--- src/rtl/mem_bus_arbiter.sv ---
// Four-requester memory bus arbiter.
// Optional fixed priority for requester 0, otherwise round-robin. Tenures are capped at
// MAX_HOLD cycles, and every tenure is followed by one dead bus-turnaround cycle. A master
// that is cut off at the cap is locked out until it drops its request.
module mem_bus_arbiter #(
    parameter int unsigned MAX_HOLD = 16,
    parameter int unsigned PRIO0    = 1
) (
    input  logic       clk,
    input  logic       reset,
    input  logic [3:0] req,
    output logic [3:0] gnt,
    output logic [1:0] gnt_id,
    output logic       bus_busy,
    output logic       timeout,
    output logic [7:0] hold_cnt
);

    typedef enum logic [1:0] {StIdle, StGrant, StRelease} state_e;

    localparam logic [7:0] MaxHold = 8'(MAX_HOLD);

    state_e     state_q, state_d;
    logic [3:0] gnt_q, gnt_d;
    logic [1:0] gnt_id_q, gnt_id_d;
    logic       timeout_q, timeout_d;
    logic [7:0] hold_cnt_q, hold_cnt_d;
    logic [3:0] blocked_q, blocked_d;
    logic [3:0] blocked_set;
    logic [1:0] last_winner_q, last_winner_d;
    // Low for the first edge after reset, so that no grant is issued on that edge.
    logic       ready_q;

    logic [3:0] eligible;
    logic [1:0] win_idx;
    logic [1:0] cand;
    logic       win_found;

    // Winner selection: requester 0 first when PRIO0 is set, else search up from last_winner+1.
    always_comb begin
        eligible  = req & ~blocked_q;
        win_idx   = 2'd0;
        win_found = 1'b0;
        cand      = 2'd0;
        if (PRIO0 != 0 && eligible[0]) begin
            win_idx   = 2'd0;
            win_found = 1'b1;
        end
        for (int i = 1; i <= 4; i++) begin
            cand = last_winner_q + 2'(i);
            if (!win_found && eligible[cand]) begin
                win_idx   = cand;
                win_found = 1'b1;
            end
        end
    end

    // Next-state, tenure counting, timeout and lockout bookkeeping.
    always_comb begin
        state_d       = state_q;
        gnt_d         = gnt_q;
        gnt_id_d      = gnt_id_q;
        hold_cnt_d    = hold_cnt_q;
        timeout_d     = 1'b0;
        last_winner_d = last_winner_q;
        blocked_set   = 4'b0000;
        unique case (state_q)
            StIdle, StRelease: begin
                gnt_d      = 4'b0000;
                gnt_id_d   = 2'd0;
                hold_cnt_d = 8'd0;
                state_d    = StIdle;
                if (ready_q && win_found) begin
                    state_d       = StGrant;
                    gnt_d         = 4'b0001 << win_idx;
                    gnt_id_d      = win_idx;
                    hold_cnt_d    = 8'd1;
                    last_winner_d = win_idx;
                end
            end
            StGrant: begin
                // A voluntary drop wins over the cap, so it never counts as a timeout.
                if (!req[gnt_id_q]) begin
                    state_d    = StRelease;
                    gnt_d      = 4'b0000;
                    gnt_id_d   = 2'd0;
                    hold_cnt_d = 8'd0;
                end else if (hold_cnt_q >= MaxHold) begin
                    state_d               = StRelease;
                    gnt_d                 = 4'b0000;
                    gnt_id_d              = 2'd0;
                    hold_cnt_d            = 8'd0;
                    timeout_d             = 1'b1;
                    blocked_set[gnt_id_q] = 1'b1;
                end else begin
                    hold_cnt_d = hold_cnt_q + 8'd1;
                end
            end
            default: begin
                state_d    = StIdle;
                gnt_d      = 4'b0000;
                gnt_id_d   = 2'd0;
                hold_cnt_d = 8'd0;
            end
        endcase
        // A lockout lasts until the first edge that sees the request low.
        blocked_d = (blocked_q & req) | blocked_set;
    end

    // State and output registers; reset clears the grant asynchronously.
    always_ff @(posedge clk or negedge reset) begin
        if (!reset) begin
            state_q       <= StIdle;
            gnt_q         <= 4'b0000;
            gnt_id_q      <= 2'd0;
            timeout_q     <= 1'b0;
            hold_cnt_q    <= 8'd0;
            blocked_q     <= 4'b0000;
            last_winner_q <= 2'd3;
            ready_q       <= 1'b0;
        end else begin
            state_q       <= state_d;
            gnt_q         <= gnt_d;
            gnt_id_q      <= gnt_id_d;
            timeout_q     <= timeout_d;
            hold_cnt_q    <= hold_cnt_d;
            blocked_q     <= blocked_d;
            last_winner_q <= last_winner_d;
            ready_q       <= 1'b1;
        end
    end

    assign gnt      = gnt_q;
    assign gnt_id   = gnt_id_q;
    assign bus_busy = |gnt_q;
    assign timeout  = timeout_q;
    assign hold_cnt = hold_cnt_q;

endmodule

--- config.mk ---
export PLATFORM = sky130hd
export DESIGN_NAME = mem_bus_arbiter
export DESIGN_NICKNAME = d
export VERILOG_FILES = /design/src/rtl/mem_bus_arbiter.sv
export SDC_FILE = /design/constraint.sdc
export NUM_CORES = 1
export LEC_CHECK = 0
export ABC_AREA = 1
export BUFFER_PORTS_ARGS = -buffer_cell sky130_fd_sc_hd__clkbuf_2
export CAP_MARGIN = 20
export CELL_PAD_IN_SITES_DETAIL_PLACEMENT = 1
export CELL_PAD_IN_SITES_GLOBAL_PLACEMENT = 1
export CORE_MARGIN = 2
export CORE_UTILIZATION = 40
export DETAILED_ROUTE_END_ITERATION = 10
export PLACE_DENSITY_LB_ADDON = 0.05
export SLEW_MARGIN = 15
export SYNTH_ARGS = -nofsm -noshare
export SYNTH_HDL_FRONTEND = slang
export SYNTH_SLANG_ARGS = --single-unit
--- constraint.sdc ---
create_clock -name clk -period 3.7 [get_ports clk]
set_input_delay 0.37 -clock clk [delete_from_list [all_inputs] [get_ports clk]]
set_output_delay 0.37 -clock clk [all_outputs]
set_load 0.05 [all_outputs]
==> out/results.tsv, run 1 <==
stage	metric	value	unit
floorplan	dieArea	0.003825	mm²
setup_path	arrival	1.50	ns
place	place_congestion	0.7890	
power_and_ir_drop	pwr-share-seq	30.5	%
sta	fin_ws	1.830	ns
yosys	synth_warnings	0	
setup_path	r2r_setup_slack	1.88	ns
sta	relSlewSlack	60.97	%
drt	antenna_left	0	
clock_network	clk_pin_slew	0.14	ns
clock_network	post_cts_resized	0	
sta	setup_violations	0	
floorplan	die_x	61.85	µm
floorplan	io_pins	22	
yosys	ys_seq_area_share	45.05	%
drt	wl_per_cell	12.77	µm
sta	timing.final.crit_share	50.55	%
drt	vias_per_cell	4.863	
clock_network	root_buffer	clkbuf_4	
sta	fin_setup_tns	0	ns
setup_path	r2r_cells	11	
power_and_ir_drop	p_leak	0.8426	nW
power_and_ir_drop	p_per_area	802.6	mW/mm²
drt	routed_wirelength	2.989	mm
drt	num_vias	1138	
power_and_ir_drop	p_int	613.8	µW
global_routing	grt_pass1_wl	4.974	mm
setup_path	critPathKind	register to output port	
global_routing	grt_pass1_vias	1129	
final_layout	finalInstanceArea	0.001550	mm²
clock_network	cts_tree	yes	
worst_hold_path	hold_class	input pin to asynchronous set/reset pin	
global_routing	grt_usage	17.93	%
sta	period_needed	1.870	ns
final_layout	diodes	0	
yosys	synth_cell_type_count	28	
clock_network	clkLatencyLatePin	0.32	ns
sta	fmax	534.6	MHz
drt	detail_route.iter0.violations	49	
clock_network	cts_setup_buffers	0	
power_and_ir_drop	power.share.clock	15.3	%
run	drv_cap	0	
global_routing	overflow	0	
clock_network	cts_made_buffers	3	
final_layout	nets	197	
power_and_ir_drop	combPwrFrac	54.2	%
final_layout	instances_no_fill	234	
setup_path	crit_fanout	3	
clock_network	htreeDepth	1	
floorplan	die_h	61.85	µm
drt	dr.pass1.iters	3	
sta	rsz0062_at_grt	no	
floorplan	initial_core_util	40.76	%
global_routing	antenna_found_initial	0	
setup_path	worst_ep_required_time	3.33	ns
power_and_ir_drop	switching_share	50.66	%
power_and_ir_drop	ir_worst_vdd	0.0003435	V
setup_path	startpoint_type	register	
place	placed_cells	230	
clock_network	hold_buffers	0	
place	hpwlAfterDp	2.404	mm
setup_path	cp-end-kind	output port	
yosys	synth.avg_cell_area	8.264	µm²
final_layout	drive_above_1_share	28.72	%
place	place_ws	1.893	ns
setup_path	r2r_start	last_winner_q[0]$_DFFE_PN1N_	
place	io_buffers	21	
sta	worst_pin_slew	0.5854	ns
floorplan	core	0.003284	mm²
clock_network	ctsLongestPathBuffers	2	
power_and_ir_drop	totalPowerFinal	1.244	mW
yosys	synth-seq-cells	24	
setup_path	timing.rr.end	gnt[0]$_DFFE_PN0P_	
sta	finClkSkew	0.01180	ns
floorplan	rows	21	
drt	drc	0	
place	place_area	0.001498	mm²
sta	hold_violations	0	
yosys	synthCells	162	
global_routing	grt_start_max_net_pins	25	
clock_network	clkSinkCount	24	
power_and_ir_drop	switchingPower	630.4	µW
sta	drv_slew	0	
final_layout	syn_to_final_growth	15.79	%
status	status	completed	
yosys	synth_area	0.001339	mm²
[cell type report]
type | count | area, µm²
fillers | 424 | 1734
multi-input cells | 113 | 626.9
flip-flops and latches | 24 | 603.1
repair buffers | 21 | 105.1
inverters | 26 | 105.1
well taps | 46 | 57.56
clock inverters | 1 | 30.03
clock buffers | 3 | 22.52
[critical path, cell delays in order, from the launching register on]
cell and delay [ns]:
dfrtp_1 0.42, or4_1 0.52, clkbuf_2 0.25
[synthesized netlist by cell type]
cell type	count	area, µm²
o21ai_0	10	50.05
nor2_4	1	11.26
or4_1	1	7.510
dfrtp_1	22	550.5
buf_6	1	11.26
nand3_2	11	110.1
o21ai_2	1	8.760
inv_1	23	86.33
o31ai_1	1	7.510
nand2_2	5	31.28
a21oi_2	1	8.760
nand3_1	19	95.09
nor2_1	9	33.78
nand4_1	1	6.260
dfstp_2	2	52.55
inv_2	2	7.510
xor2_1	1	8.760
o21ai_1	1	5.000
nand2_4	1	11.26
nor4_1	1	6.260
ha_1	2	25.02
nand2_1	37	138.9
a21oi_1	1	5.000
o21bai_2	2	22.52
nor2_2	2	12.51
conb_1	2	7.510
a31oi_1	1	6.260
inv_8	1	11.26
[per-stage QoR]
stage / util [%] / hold WS (ns)
floorplan: - / 0.07441
global placement: 45.60 / 0.3955
detailed placement: 45.60 / 0.4031
CTS: 47.20 / 0.02985
global route: 47.20 / 0.03565
finish: 47.20 / 0.01662
[power by group through the flow]
stage / registers, mW / logic [mW] / clock network (mW)
after floorplan: 0.469 / 0.453 / 0
after global placement: 0.382 / 0.664 / 0
after detailed placement: 0.384 / 0.679 / 0
after CTS: 0.380 / 0.683 / 0.198
after global routing: 0.388 / 0.750 / 0.209
final: 0.379 / 0.675 / 0.191
[layout by cell type (no fill, tap or decap)]
cell type,n
a21oi_1,1
a21oi_2,1
a31oi_1,1
bufinv_16,1
clkbuf_2,21
clkbuf_4,3
conb_1,4
dfrtp_1,22
dfstp_2,2
ha_1,2
inv_1,23
inv_2,2
inv_8,1
nand2_1,37
nand2_2,5
nand2_4,1
nand3_1,19
nand3_2,11
nand4_1,1
nor2_1,9
nor2_2,2
nor2_4,1
nor4_1,1
o21ai_0,10
o21ai_1,1
o21ai_2,1
o21bai_2,2
o31ai_1,1
or4_1,1
xor2_1,1
[sequential cells by signal, indices dropped and copies added (netlist names)]
name and flops:
hold_cnt 8, blocked_q 4, gnt 4, gnt_id 2, last_winner_q 2, state_q 2, ready_q 1, timeout 1
[worst max path at each step]
stage	depth (start not counted)	startpoint	slack, ns	endpoint
after global placement	11	last_winner_q[0]$_DFFE_PN1N_	1.92	gnt[0]$_DFFE_PN0P_
after global routing	11	last_winner_q[0]$_DFFE_PN1N_	1.72	gnt[0]$_DFFE_PN0P_
final	2	gnt[1]$_DFFE_PN0P_	1.83	bus_busy
after CTS	2	gnt[1]$_DFFE_PN0P_	1.81	bus_busy
after detailed placement	11	last_winner_q[0]$_DFFE_PN1N_	1.89	gnt[0]$_DFFE_PN0P_
after floorplan	1	gnt[1]$_DFFE_PN0P_	1.94	bus_busy
[cells by family (layout without fill, tap and decap cells)]
group,Yosys count,in the layout,share of synthesized area [%]
AO/OA/AOI/OAI,18,18,8.505
XOR/XNOR,1,1,0.6543
adder cells (fa/ha/maj),2,2,1.869
buffers and inverters,27,51,8.691
flip-flops,24,24,45.05
other,2,4,0.5610
AND/OR/NAND/NOR,88,88,34.67
[per-layer routing]
| layer | GRT usage (%) | share of wire (%) | up-vias |
|---|---|---|---|
| met5 | 0 | 0 | - |
| met4 | 5.471 | 1.2 | 0 |
| met3 | 3.727 | 2.3 | 4 |
| met2 | 32.63 | 54 | 12 |
| met1 | 21.12 | 43 | 555 |
| li1 | - | - | 567 |
No activity file was read; power rests on OpenSTA's default activity.
==> inputs of run 2 (changes only) <==
Clock period 3.7 ns to 1.8 ns, I/O delays scaled along.
==> run 2 against run 1 <==
Against the previous run: the run now ends with setup timing left; power increased to 2.6 times the previous value; worst hold slack improved by 0.12 ns; critical path depth increased by 8.
==> out/results.tsv, run 2 (synthesis results as in run 1) <==
stage	metric	value	unit
floorplan	die_x	61.85	µm
sta	period_needed	1.855	ns
power_and_ir_drop	pwr-share-seq	24.3	%
power_and_ir_drop	switching_share	52.68	%
power_and_ir_drop	p_int	1.517	mW
clock_network	htreeDepth	1	
floorplan	die_h	61.85	µm
setup_path	critPathKind	register to register	
drt	detail_route.iter0.violations	33	
status	violations	setup timing	
setup_path	worst_ep_required_time	2.01	ns
final_layout	largest_reg_flops	8	
worst_hold_path	hold_class	input pin to register	
drt	wl_per_cell	14.86	µm
clock_network	ctsLongestPathBuffers	2	
place	hpwlAfterDp	2.503	mm
drt	vias_per_cell	4.928	
power_and_ir_drop	p_leak	0.9792	nW
setup_path	crit_fanout	7	
final_layout	final.fill_count	392	
final_layout	finalInstanceArea	0.001891	mm²
final_layout	layout_common_cells	26 x nand2_1, 22 x dfrtp_1, 21 x clkbuf_2, 20 x inv_1	
clock_network	clk_pin_slew	0.13	ns
power_and_ir_drop	combPwrFrac	66.9	%
global_routing	grt_start_max_net_pins	25	
final_layout	final_common_cell	nand2_1	
clock_network	root_buffer	clkbuf_4	
sta	hold_violations	0	
drt	num_vias	1232	
power_and_ir_drop	p_per_area	1696	mW/mm²
place	io_buffers	21	
drt	antenna_left	0	
final_layout	syn_to_final_growth	41.21	%
global_routing	antenna_found_initial	0	
sta	worst_pin_slew	0.6039	ns
global_routing	grt_usage	19.35	%
sta	setup_violations	8	
setup_path	startpoint_type	register	
final_layout	instances_no_fill	250	
final_layout	drive_above_1_share	47.06	%
drt	dr.pass1.iters	4	
setup_path	arrival	2.06	ns
drt	routed_wirelength	3.715	mm
global_routing	overflow	0	
clock_network	cts_made_buffers	3	
floorplan	core	0.003284	mm²
sta	fin_ws	-0.05542	ns
floorplan	rows	21	
power_and_ir_drop	power.share.clock	8.8	%
floorplan	initial_core_util	40.76	%
place	placed_cells	232	
final_layout	diodes	0	
power_and_ir_drop	ir_worst_vdd	0.0007544	V
status	status	finished with violations	
sta	drv_slew	0	
sta	finClkSkew	0.004229	ns
floorplan	io_pins	22	
floorplan	dieArea	0.003825	mm²
sta	timing.final.crit_share	103.1	%
clock_network	clkLatencyLatePin	0.31	ns
sta	fin_setup_tns	-0.1810	ns
global_routing	grt_pass1_wl	5.292	mm
drt	drc	0	
power_and_ir_drop	switchingPower	1.689	mW
run	drv_cap	0	
sta	fmax	539.0	MHz
global_routing	grt_pass1_vias	1186	
setup_path	cp-end-kind	register	
sta	holdWs	0.1409	ns
place	place_area	0.001513	mm²
clock_network	clkSinkCount	24	
final_layout	nets	213	
clock_network	cts_tree	yes	
place	place_congestion	0.7995	
sta	relSlewSlack	59.74	%
sta	rsz0062_at_grt	yes	
## run 2: cell count changes in the layout (fill, tap and decap cells not counted), sizes merged
cell	delta
dlygate4sd3	+1
clkbuf	+1
buf	+15
bufinv	-1
## run 2: through the flow
stage	util, %	power, mW	worst slack (ns)
after floorplan	-	1.896	0.06356
after global placement	46.06	2.169	0.02667
after detailed placement	46.06	2.218	-0.04321
after CTS	49.68	2.667	-0.01861
after global routing	57.56	3.436	-0.1615
final	57.56	3.206	-0.05542
## run 2: path summary, 6_finish.rpt
path	from	end	slack, ns	cells after the start
max	last_winner_q[0]$_DFFE_PN1N_	hold_cnt[0]$_DFF_PN0_	-0.06	10
min	req[2]	blocked_q[2]$_DFF_PN0_	0.14	3
max reg2reg	last_winner_q[0]$_DFFE_PN1N_	hold_cnt[0]$_DFF_PN0_	-0.06	10
min reg2reg	gnt[0]$_DFFE_PN0P_	gnt[0]$_DFFE_PN0P_	0.51	2
max in group asynchronous	reset	gnt[1]$_DFFE_PN0P_	1.01	2
min in group asynchronous	reset	hold_cnt[4]$_DFF_PN0_	0.39	2
## run 2: power by group through the flow
stage / clock network (mW) / logic, mW / registers [mW]
6_report: 0.282 / 2.15 / 0.780
4_1_cts: 0.302 / 1.58 / 0.786
2_1_floorplan: 0 / 0.932 / 0.964
5_1_grt: 0.322 / 2.32 / 0.799
3_5_place_dp: 0 / 1.42 / 0.793
3_3_place_gp: 0 / 1.39 / 0.783
## run 2: what timing repair did
action / in CTS / in global routing
pin swaps: 10 / 19
hold endpoints to repair: 22 / 0
hold buffers: 1 / 0
setup buffers: 3 / 10
gates resized for setup: 11 / 45
endpoints found under the setup margin: 7 / 10
## run 2: critical path, stage by stage (launching register included)
cell and delay, ns:
dfstp_2 0.69, inv_8 0.09, nand3_4 0.10, nand2_2 0.07
nand2_4 0.11, nand3_4 0.09, nor2_4 0.14, nand2_1 0.07
o21bai_2 0.18, buf_4 0.14, o21ai_0 0.07
## run 2: final cells by class
cell class                 instances  area, µm²  share of cell area, %
multi-input combinational        113      847.1                  44.80
inverter                          26      107.6                  5.692
tap                               46      57.56                  3.044
sequential                        24      603.1                  31.90
clock buffer                       4      36.28                  1.919
timing repair buffer              37      239.0                  12.64
## run 2: routing by layer
metal	GRT usage [%]	vias to the layer above	wire length (µm)	share of wire (%)
met4	8.207	0	93	2.5
met3	3.934	6	66	1.8
li1	-	605	-	-
met5	0	-	0	0
met1	22.01	604	1534	41
met2	35.04	17	2020	54
==> inputs of run 3 (changes only) <==
Settings changed: ABC_AREA 1 to default, CORE_MARGIN 2 to default, GPL_ROUTABILITY_DRIVEN from default to 0.
==> run 3 against run 2 <==
Against the previous run: clock power is 38% higher; register-to-register slack better by 0.26 ns; count of clock-buffer cells in the layout is 1 lower; non-clock buffer count is 13 lower; the flow now finishes without violations; combinational power is 87% lower; final area is 32% lower; sequential power is 20% lower; routed wire length is 36% lower; setup slack better by 0.15 ns; core utilization is 5.8 points lower; sequential share of layout area is 15 points higher.
==> out/results.tsv, run 3 <==
stage	metric	value	unit
status	status	completed	
yosys	synthCells	87	
setup_path	r2r_setup_slack	0.20	ns
drt	detail_route.iter0.violations	5	
global_routing	grt-busiest-layer	met2	
global_routing	grt_start_max_net_pins	25	
setup_path	slowest_stage	or4_1	
clock_network	htreeDepth	1	
sta	fmax	586.8	MHz
sta	timing.final.crit_share	94.68	%
setup_path	crit_chain	or4_1, clkbuf_2	
final_layout	diodes	0	
floorplan	initial_core_util	42.89	%
setup_path	critPathKind	register to output port	
final_layout	largest_reg_flops	8	
yosys	ys_seq_area_share	56.24	%
setup_path	r2r_cells	4	
sta	period_needed	1.704	ns
floorplan	io_pins	22	
place	place_area	0.001232	mm²
yosys	synth_warnings	0	
worst_hold_path	hold_class	input pin to register	
worst_hold_path	min_from	req[3]	
sta	setup_violations	0	
global_routing	overflow	0	
setup_path	startpoint_type	register	
drt	routed_wirelength	2.380	mm
clock_network	cts_made_buffers	3	
global_routing	use_met1	23.02	%
clock_network	cts_tree	yes	
drt	vias_per_cell	5.240	
drt	antenna_left	0	
sta	hold_violations	0	
yosys	synth_edf_count	0	
setup_path	max_stage_delay	0.53	ns
global_routing	use_met3	3.672	%
final_layout	nets	125	
drt	wl_per_cell	16.30	µm
final_layout	instances_no_fill	146	
setup_path	r2r_start	gnt_id[0]$_DFFE_PN0P_	
yosys	synthTopCellsByArea	dfrtp_1 51%, dfstp_2 4.9%, a32o_1 4.7%, o41ai_4 2.6%, ha_1 2.3%	
yosys	synth_area	0.001072	mm²
setup_path	timing.rr.end	blocked_q[2]$_DFF_PN0_	
global_routing	grt_pass1_wl	3.677	mm
floorplan	dieArea	0.002892	mm²
final_layout	final_common_cell	dfrtp_1	
final_layout	drive_above_1_share	32.76	%
clock_network	ctsLongestPathBuffers	2	
setup_path	worst_ep_required_time	1.62	ns
final_layout	syn_to_final_growth	20.77	%
clock_network	post_cts_resized	0	
yosys	synth_cell_type_count	38	
sta	worst_pin_slew	0.5894	ns
global_routing	met2_usage	30.86	%
clock_network	clkLatencyLatePin	0.31	ns
place	placed_cells	141	
drt	dr.pass1.iters	4	
global_routing	antenna_found_initial	0	
sta	drv_slew	0	
clock_network	hold_buffers	1	
worst_hold_path	hold_end	blocked_q[3]$_DFF_PN0_	
setup_path	cp-startpoint	gnt[1]$_DFFE_PN0P_	
place	hpwlAfterDp	1.805	mm
floorplan	rows	18	
floorplan	die_x	53.78	µm
clock_network	clk_pin_slew	0.13	ns
setup_path	cp-end-kind	output port	
setup_path	crit_fanout	3	
yosys	synth.most_common_cell	dfrtp_1	
drt	drc	0	
floorplan	core	0.002500	mm²
yosys	synth_top_flop_cell	dfrtp_1	
clock_network	root_buffer	clkbuf_4	
floorplan	die_h	53.78	µm
sta	relSlewSlack	60.71	%
setup_path	arrival	1.52	ns
yosys	synth.avg_cell_area	12.33	µm²
power_and_ir_drop	p_leak	0.6229	nW
clock_network	cts_setup_buffers	0	
clock_network	clkSinkCount	24	
global_routing	grt_pass1_vias	783	
worst_hold_path	holdPathStages	2	
power_and_ir_drop	ir_worst_vdd	0.0006900	V
yosys	synth-seq-cells	24	
yosys	ys_top_cells_by_count	22 x dfrtp_1, 5 x a32o_1, 4 x inv_1, 4 x nand3_1	
sta	finClkSkew	0.005096	ns
global_routing	grt_usage	18.72	%
final_layout	layout_common_cells	22 x dfrtp_1, 21 x clkbuf_2, 5 x a32o_1	
yosys	synth.top_cell.area_share	51.34	%
final_layout	finalInstanceArea	0.001295	mm²
sta	fin_setup_tns	0	ns
place	io_buffers	21	
run	drv_cap	0	
yosys	async_flop_share	100.0	%
drt	num_vias	765	
power_and_ir_drop	p_per_area	1007	mW/mm²
yosys	yosysTopAreaCell	dfrtp_1	
sta	rsz0062_at_grt	no	
final_layout	final.fill_count	281	
## run 3: changes by cell type after synthesis, moves of 6 or more
cell,delta
o21ai_0,-7
nand2_1,-34
nand3_2,-11
inv_1,-19
nor2_1,-6
nand3_1,-15
## run 3: worst max-delay path: cells and delay by family, from the launching register on
| family | cells | cell delay, ns |
|---|---|---|
| buffers and inverters | 1 | 0.25 |
| DFF | 1 | 0.43 |
| and+or+nand+nor | 1 | 0.53 |
## run 3: where the power goes
group / internal [mW] / switching (mW) / total (mW)
combinational: 0.0942 / 0.196 / 0.290
clock: 0.225 / 0.163 / 0.388
sequential: 0.589 / 0.0367 / 0.626
total: 0.908 / 0.396 / 1.30
## run 3: worst max-delay path by stage
| stage | to | depth (start not counted) | slack (ns) |
|---|---|---|---|
| 4_1_cts | bus_busy | 2 | 0.09 |
| 3_5_place_dp | blocked_q[2]$_DFF_PN0_ | 4 | 0.23 |
| 6_report | bus_busy | 2 | 0.1 |
| 2_1_floorplan | blocked_q[0]$_DFF_PN0_ | 5 | 0.07 |
| 5_1_grt | bus_busy | 2 | 0.05 |
| 3_3_place_gp | gnt_id[1]$_DFFE_PN0P_ | 4 | 0.27 |
## run 3: layout make-up
| cell class | instances | area, µm² | share of cell area (%) |
|---|---|---|---|
| Clock buffer | 3 | 22.52 | 1.739 |
| Inverter | 5 | 18.77 | 1.449 |
| Tap cell | 30 | 37.54 | 2.899 |
| Multi-Input combinational cell | 59 | 452.9 | 34.98 |
| Sequential cell | 24 | 603.1 | 46.57 |
| Clock inverter | 1 | 30.03 | 2.319 |
| Timing Repair Buffer | 24 | 130.1 | 10.05 |
## run 3: metal layers
metal | up-vias | share of wire (%)
met5 | - | 0
met4 | 0 | 1.3
met3 | 4 | 2.6
met2 | 13 | 52
met1 | 375 | 44
li1 | 373 | -
## run 3: logic make-up after synthesis
kind of cell             after synthesis  share of synthesized area [%]
buffers and inverters                  6                          2.216
multiplexers                           3                          3.267
AND/OR/NAND/NOR                       26                          14.82
adder cells (fa/ha/maj)                2                          2.333
flip-flops                            24                          56.24
AO/OA/AOI/OAI                         22                          18.79
XOR/XNOR                               2                          1.634
other                                  2                         0.7004
## run 3: metrics by stage
| step | utilization (%) | hold WS, ns | power [mW] | setup slack (ns) |
|---|---|---|---|---|
| 2_1_floorplan | - | -0.1156 | 0.8398 | 0.07274 |
| 3_3_place_gp | 49.30 | 0.2032 | 0.9179 | 0.2744 |
| 3_5_place_dp | 49.30 | 0.2121 | 0.9263 | 0.2345 |
| 4_1_cts | 51.80 | 0.09912 | 1.319 | 0.08589 |
| 5_1_grt | 51.80 | 0.1161 | 1.359 | 0.05026 |
| 6_report | 51.80 | 0.1100 | 1.305 | 0.09581 |
